===== src/rtl/exc_sequencer.sv =====
// exc_sequencer: exception / interrupt sequencer for the LEGv8 core.
//
// Turns the decoder's invalid-opcode and ERET indications plus the level
// external IRQ into an ordered redirect sequence. It owns ELR and EStatus
// and drives the vector/return redirect, the kill strobe and the IRQ
// acknowledge. One exception at a time; a fault inside a handler halts.
//
// Ports:
//   clk        system clock, rising edge
//   reset      asynchronous, active-low reset
//   pc         PC of the instruction currently being decoded
//   valid      pc/decoder outputs describe a real instruction this cycle
//   NotAnInstr decoder: opcode is illegal
//   ERet       decoder: instruction is ERET
//   ExtIRQ     external interrupt request (level, held until ExtIAck)
//   ExcAck     fetch unit accepted the vector redirect
//   Exc        redirect request to EXC_VECTOR
//   ERetTaken  one-cycle redirect to ELR
//   target_pc  EXC_VECTOR while Exc, ELR while ERetTaken, else 0
//   kill       suppress architectural side effects of the current instr
//   ELR        saved return PC
//   EStatus    exception cause code
//   ExtIAck    one-cycle IRQ acknowledge
//   in_handler high in TAKE and HANDLER
//   halted     double fault, sticky until reset
//   exc_count  saturating count of exceptions taken
module exc_sequencer #(
  parameter int              N          = 64,
  parameter logic [N-1:0]    EXC_VECTOR = {{(N-8){1'b0}}, 8'hD8},
  parameter int              CNT_W      = 8
) (
  input  logic             clk,
  input  logic             reset,
  input  logic [N-1:0]     pc,
  input  logic             valid,
  input  logic             NotAnInstr,
  input  logic             ERet,
  input  logic             ExtIRQ,
  input  logic             ExcAck,
  output logic             Exc,
  output logic             ERetTaken,
  output logic [N-1:0]     target_pc,
  output logic             kill,
  output logic [N-1:0]     ELR,
  output logic [3:0]       EStatus,
  output logic             ExtIAck,
  output logic             in_handler,
  output logic             halted,
  output logic [CNT_W-1:0] exc_count
);

  localparam logic [2:0] S_RUN     = 3'd0;
  localparam logic [2:0] S_TAKE    = 3'd1;
  localparam logic [2:0] S_HANDLER = 3'd2;
  localparam logic [2:0] S_RETURN  = 3'd3;
  localparam logic [2:0] S_HALT    = 3'd4;

  localparam logic [3:0] C_NONE   = 4'b0000;
  localparam logic [3:0] C_IRQ    = 4'b0001;
  localparam logic [3:0] C_ILLOP  = 4'b0010;
  localparam logic [3:0] C_ERET   = 4'b0011;
  localparam logic [3:0] C_DOUBLE = 4'b1111;

  logic [2:0] state;
  logic [2:0] state_nxt;
  logic [3:0] run_code;
  logic       run_event;
  logic       hnd_fault;
  logic       hnd_eret;
  logic       iack_q;

  // Cause selection in RUN: illegal opcode beats ERET beats IRQ. A losing
  // IRQ is not lost; the level line is simply re-evaluated later.
  always_comb begin
    // NOTE: every combinational output gets a default first so no path
    // through the block leaves it unassigned and infers a latch.
    run_code = C_NONE;
    if (valid && NotAnInstr)  run_code = C_ILLOP;
    else if (valid && ERet)   run_code = C_ERET;
    else if (ExtIRQ)          run_code = C_IRQ;
  end

  assign run_event = (run_code != C_NONE);
  assign hnd_fault = valid && NotAnInstr;
  assign hnd_eret  = valid && ERet && !NotAnInstr;

  always_comb begin
    state_nxt = state;
    case (state)
      S_RUN:     if (run_event) state_nxt = S_TAKE;
      S_TAKE:    if (ExcAck)    state_nxt = S_HANDLER;
      S_HANDLER: begin
        if (hnd_fault)     state_nxt = S_HALT;
        else if (hnd_eret) state_nxt = S_RETURN;
      end
      S_RETURN:  state_nxt = S_RUN;
      S_HALT:    state_nxt = S_HALT;
      default:   state_nxt = S_RUN;
    endcase
  end

  // NOTE: sequential state uses non-blocking assignments so every flop
  // samples pre-edge values regardless of statement order.
  always_ff @(posedge clk or negedge reset) begin
    if (!reset) begin
      state     <= S_RUN;
      ELR       <= '0;
      EStatus   <= C_NONE;
      exc_count <= '0;
      iack_q    <= 1'b0;
    end else begin
      state  <= state_nxt;
      iack_q <= (state == S_TAKE) && ExcAck && (EStatus == C_IRQ);
      case (state)
        S_RUN: begin
          if (run_event) begin
            ELR     <= pc;
            EStatus <= run_code;
            if (exc_count != {CNT_W{1'b1}}) exc_count <= exc_count + 1'b1;
          end
        end
        S_HANDLER: if (hnd_fault) EStatus <= C_DOUBLE;
        S_RETURN:  EStatus <= C_NONE;
        default:   ;
      endcase
    end
  end

  assign Exc        = (state == S_TAKE);
  assign ERetTaken  = (state == S_RETURN);
  assign in_handler = (state == S_TAKE) || (state == S_HANDLER);
  assign halted     = (state == S_HALT);
  assign ExtIAck    = iack_q;

  always_comb begin
    target_pc = '0;
    if (state == S_TAKE)        target_pc = EXC_VECTOR;
    else if (state == S_RETURN) target_pc = ELR;
  end

  // kill in RUN is a combinational view of the inputs, so it is gated
  // with reset: a held IRQ must not raise kill while the core is in reset.
  always_comb begin
    kill = 1'b0;
    case (state)
      S_RUN:     kill = run_event;
      S_TAKE:    kill = 1'b1;
      S_HANDLER: kill = hnd_fault || hnd_eret;
      S_RETURN:  kill = 1'b1;
      S_HALT:    kill = 1'b1;
      default:   kill = 1'b0;
    endcase
    kill = kill && reset;
  end

endmodule


===== config.mk =====
export PLATFORM = sky130hd
export DESIGN_NAME = exc_sequencer
export DESIGN_NICKNAME = d
export VERILOG_FILES = /design/src/rtl/exc_sequencer.sv
export SDC_FILE = /design/constraint.sdc
export NUM_CORES = 1
export LEC_CHECK = 0
export CAP_MARGIN = 30
export CORE_UTILIZATION = 38
export CTS_CLUSTER_DIAMETER = 150
export DETAILED_ROUTE_END_ITERATION = 8
export PLACE_DENSITY = 0.91
export SLEW_MARGIN = 20
export SYNTH_ARGS = -nofsm -noshare
export SYNTH_HDL_FRONTEND = slang
export SYNTH_SLANG_ARGS = --single-unit

===== constraint.sdc =====
create_clock -name clk -period 2 [get_ports clk]
set_input_delay 0.3 -clock clk [delete_from_list [all_inputs] [get_ports clk]]
set_output_delay 0.3 -clock clk [all_outputs]
set_load 0.03 [all_outputs]

# Word level (Yosys, flattened, before mapping)
# Index checks and enable logic that the tools add are counted.
[totals]
regBits = 80
latch_bits = 0
mem_bits_rw = 0
rom_bits = 0
input_bits = 71
output_inout_bits = 146
mem_count = 0
[classes]
addsub = 1
mul = 0
div = 0
order_cmp = 0
eq_ne = 10
shifts = 0
mux = 14
bitwise_logic = 0
n_reduce_logical = 17
[ops]
columns = ["cell", "n"]
rows = [
  ["64-bit 2-to-1 mux", 2],
  ["3-bit 2-to-1 mux", 4],
  ["4-bit 2-to-1 mux", 3],
  ["3-bit case mux with 4 select lines", 1],
  ["4-bit case mux with 3 select lines", 1],
  ["3-bit AND reduction", 3],
  ["8-bit by 1-bit adder with 8-bit output (second input constant)", 1],
  ["8-bit != test (second input constant)", 1],
  ["3-bit by 2-bit == test with 1-bit output (second input constant)", 2],
  ["1-bit logical AND", 6],
  ["2-bit != test (second input constant)", 3],
  ["4-bit by 1-bit == test with 1-bit output (second input constant)", 1],
  ["4-bit nonzero test", 1],
  ["3-bit by 1-bit == test with 1-bit output (second input constant)", 1],
  ["3-bit == test (second input constant)", 1],
  ["3-bit logical NOT", 1],
  ["3-bit != test (second input constant)", 1],
  ["1-bit case mux with 3 select lines", 1],
  ["3-bit nonzero test", 1],
  ["3-bit OR reduction", 1],
  ["1-bit logical OR", 2],
  ["2-bit 2-to-1 mux", 1],
  ["2-bit AND reduction", 1],
  ["1-bit logical NOT", 1],
  ["1-bit 2-to-1 mux", 1],
]

# Depth between registers and ports, before layout
[depth]
depth_word = 6
mapped_depth = 7
depth_no_buf = 4

# Worst setup path before layout
# No wires, ideal clock.
[synth_path]
path_kind = "register to output"
startpoint = "register state[2]"
endpoint = "output port target_pc[54]"
t_arrival_ns = 1.512
t_required_ns = 1.700
path_slack_ns = 0.188
stages_incl_launch_ff = 6
path_buffers = 2
cell_sequence = "dfrtp_1 buf_2 nand2b_1 nor2_2 buf_2 and2_1"
[synth_via]
elab_chain_len = 3
elab_cells_between_ends = 4
[synth_rtl]
columns = ["item", "line", "text"]
rows = [
  ["start, declared", "64", "logic [2:0] state;"],
  ["start signal, assigned", "112", "state <= state_nxt;"],
  ["3-bit by 2-bit == test with 1-bit output", "n/a", ""],
  ["via ERetTaken", "41", "output logic ERetTaken,"],
  ["64-bit 2-to-1 mux", "138", "else if (state == S_RETURN) target_pc = ELR;"],
  ["64-bit 2-to-1 mux", "137", "if (state == S_TAKE) target_pc = EXC_VECTOR;"],
  ["end, declared", "42", "output logic [N-1:0] target_pc,"],
]
# The timed path passes the listed nets, and every way through them passes these cells.

# Worst setup path after layout
[layout_path]
startpoint = "input port valid"
endpoint = "output port kill"
[layout_via]
elab_chain_len = 6
elab_cells_between_ends = 9
[layout_rtl]
columns = ["item", "line", "text"]
rows = [
  ["start, declared", "35", "input logic valid,"],
  ["1-bit logical AND", "79, 85", ""],
  ["2-bit 2-to-1 mux", "79", "else if (valid && ERet) run_code = C_ERET;"],
  ["4-bit 2-to-1 mux", "78", "if (valid && NotAnInstr) run_code = C_ILLOP;"],
  ["4-bit nonzero test", "83", "assign run_event = (run_code != C_NONE);"],
  ["1-bit case mux with 3 select lines *", "145", "case (state)"],
  ["1-bit logical AND *", "153", "kill = kill && reset;"],
  ["end, declared", "43", "output logic kill,"],
]
# Mark *: on every way between the ends. The rest lies on a longest branch, timed or not.

==> results.toml <==
[run_status]
outcome = "complete, no violations"

[worst_setup_path]
crit_fanout = 5
end_kind = "output pin"
crit_arrival_ps = 1610
crit_path_start_kind = "input pin"
critPathKind = "in2out"
crit_required_ps = 1700

[cells_and_area]
fin_nets = 723
finalInstanceArea_um2 = 6200
drive_above_1_share_pct = 16.1
nFillCells = 735
multiInputGateArea_um2 = 1640
fin_util_pct = 65.8
diodes = 0
area_growth_pct = 65.3
ff_latch_area_um2 = 1980

[synthesis]
synthesis.nets = 506
postSynthAreaPerCell_um2 = 8.64
ys_seq_area_share_pct = 52.7
synthArstFlopShare_pct = 100
synth.most_common_cell = "nand2_1"
syn_area_um2 = 3750
synth_area_leaders = "dfrtp_1 53%, nand2_1 19%, and2_1 10%, buf_2 2.3%, a21oi_1 1.6%"
ys_warn_count = 0
synth_common_cells = "188 x nand2_1, 79 x dfrtp_1, 61 x and2_1"
synth_edf_count = 0
ys_ff_latch = 79
yosysUniqueCellTypes = 39
synth_top_area_share_pct = 52.7
synth_ff_type = "dfrtp_1"
yosys.area.top_type = "dfrtp_1"
synthCells = 434

[placed_design]
io_buffers = 216
gp_congestion = 0.845
dp_hpwl_um = 8590
pre_cts_ws_ps = -3.52
dpl-instance-area_um2 = 5970

[power_and_ir_drop]
clkPwrFrac_pct = 11.4
combPwrFrac_pct = 60.9
power_density_nw_per_um2 = 1740
p_int_mw = 5.65
pwr-share-seq_pct = 27.7
switchingPower_mw = 5.12
vdd_drop_max_mv = 0.999
power.share.switching_pct = 47.5
p_leak_nw = 3.03

[cts]
clock_latency_ps = 340
numCtsBuffers = 9
cts.path.max_buffers = 2
path_clk_slew_ps = 70
postCtsSetupRepairBufs = 0
cts_num_sinks = 79
htree_levels = 3
cts-root-buf = "clkbuf_8"
cts_tree = "built"

[timing]
hold_violations = 0
slew_violations = 0
min_period_ps = 1910
final-setup-viol-count = 0
skew_ps = 13.7
timing.final.ws_setup_ps = 90.8
rsz0062_at_grt = "no"
relSlewSlack_pct = 70.4
worstMarginPinSlew_ps = 444
setup_tns_ps = 0
fmax_mhz = 524
timing.final.crit_share_pct = 95.5

[global_route]
grt_overflow_total = 0
grt_pass1_vias = 3710
grt_first_pass_wirelength_um = 17200
antenna_found_initial = 0
grt_max_degree = 37
grtUsageTotal_pct = 21.4

[detailed_routing]
via_per_inst = 4.72
postRouteWirelength_um = 11100
post_drt_wl_per_cell_um = 14.2
drc = 0
drtPass1Iterations = 4
first_iter_violations = 83
ant_nets = 0
vias = 3699

[floorplan]
rows = 35
core_um2 = 9420
die-width_um = 101
ios = 217
initial_core_util_pct = 39.8
die_y_um = 101
die_area_um2 = 10300

[job]
maxCapViolations = 0

[hold_path]
hold_path_class = "in2async"
-- layout by cell type (no fill, tap or decap), types with 4 or more instances in the layout --
cell / n
nor2_1: 9
buf_12: 6
a21oi_1: 12
clkdlybuf4s50_1: 146
xor2_1: 5
nand3_1: 4
buf_4: 73
inv_1: 6
clkbuf_8: 9
dlygate4sd2_1: 7
dfrtp_1: 78
nand2_1: 188
o21ai_0: 11
and2_1: 60
-- power groups by stage --
| stage | logic (mW) | clock network [mW] | registers, mW |
|---|---|---|---|
| 2_1_floorplan | 2.49 | 0 | 4.25 |
| 3_3_place_gp | 6.47 | 0 | 2.96 |
| 3_5_place_dp | 6.67 | 0 | 2.99 |
| 4_1_cts | 6.63 | 1.27 | 2.99 |
| 5_1_grt | 7.01 | 1.33 | 3.09 |
| 6_report | 6.57 | 1.22 | 2.99 |
-- critical path, stage by stage --
cell and delay, ps:
clkdlybuf4s50_1 540, o21a_1 270, nor2_1 70, o22ai_1 110
and2_1 150, buf_4 160
-- metal layers --
layer | track usage (%) | vias to the layer above | routed length [µm]
met1 | 23.7 | 1740 | 4320
li1 | - | 1785 | -
met2 | 39.8 | 148 | 5790
met3 | 4.14 | 26 | 700
met4 | 9.36 | 0 | 283
met5 | 0 | - | 0
-- state kept, by name, indices dropped and copies added, names as in the netlist --
name / cells
exc_count: 8
ExtIAck: 1
EStatus: 3
ELR: 64
state: 3
-- metrics by stage --
stage / hold slack (ps) / power, mW / instances
6_report: 352 / 10.8 / 783
5_1_grt: 350 / 11.4 / 783
4_1_cts: 336 / 10.9 / 783
3_5_place_dp: 152 / 9.66 / 768
3_3_place_gp: 152 / 9.43 / 768
2_1_floorplan: 4.41 / 6.74 / 434
-- path summary, 6_finish.rpt --
| kind | cells past startpoint | start | slack, ps | endpoint |
|---|---|---|---|---|
| setup / recovery | 6 | valid | 90 | kill |
| hold / removal | 2 | reset | 350 | ELR[51] |
| setup reg to reg | 6 | state[2] | 250 | ELR[15] |
| hold reg to reg | 2 | ELR[43] | 490 | ELR[43] |
| max in group asynchronous | 3 | reset | 950 | state[0] |
| min in group clk | 3 | pc[33] | 490 | ELR[33] |
-- layout make-up --
| cell class | instances | share of cell area [%] |
|---|---|---|
| Tap cell | 129 | 2.60 |
| Timing Repair Buffer | 233 | 35.5 |
| Clock inverter | 4 | 1.17 |
| Multi-Input combinational cell | 322 | 26.4 |
| Inverter | 6 | 0.363 |
| Clock buffer | 10 | 2.06 |
| Sequential cell | 79 | 31.9 |
-- cell families (layout without fill, tap and decap cells) --
logic type,count (synthesis),after routing,share of synthesized area (%)
AND/OR/NAND/NOR,278,278,35.0
flip-flops,79,79,52.7
AO/OA/AOI/OAI,35,35,5.57
buffers and inverters,33,253,4.27
XOR/XNOR,6,6,1.40
multiplexers,2,2,0.667
adder cells (fa/ha/maj),1,1,0.334
-- timing repair --
action	in CTS	in global routing
hold endpoints to repair	10	0
setup endpoints to repair	68	1
resized for setup	13	1
hold buffers	1	0
Power figures use the tool's default switching activity.
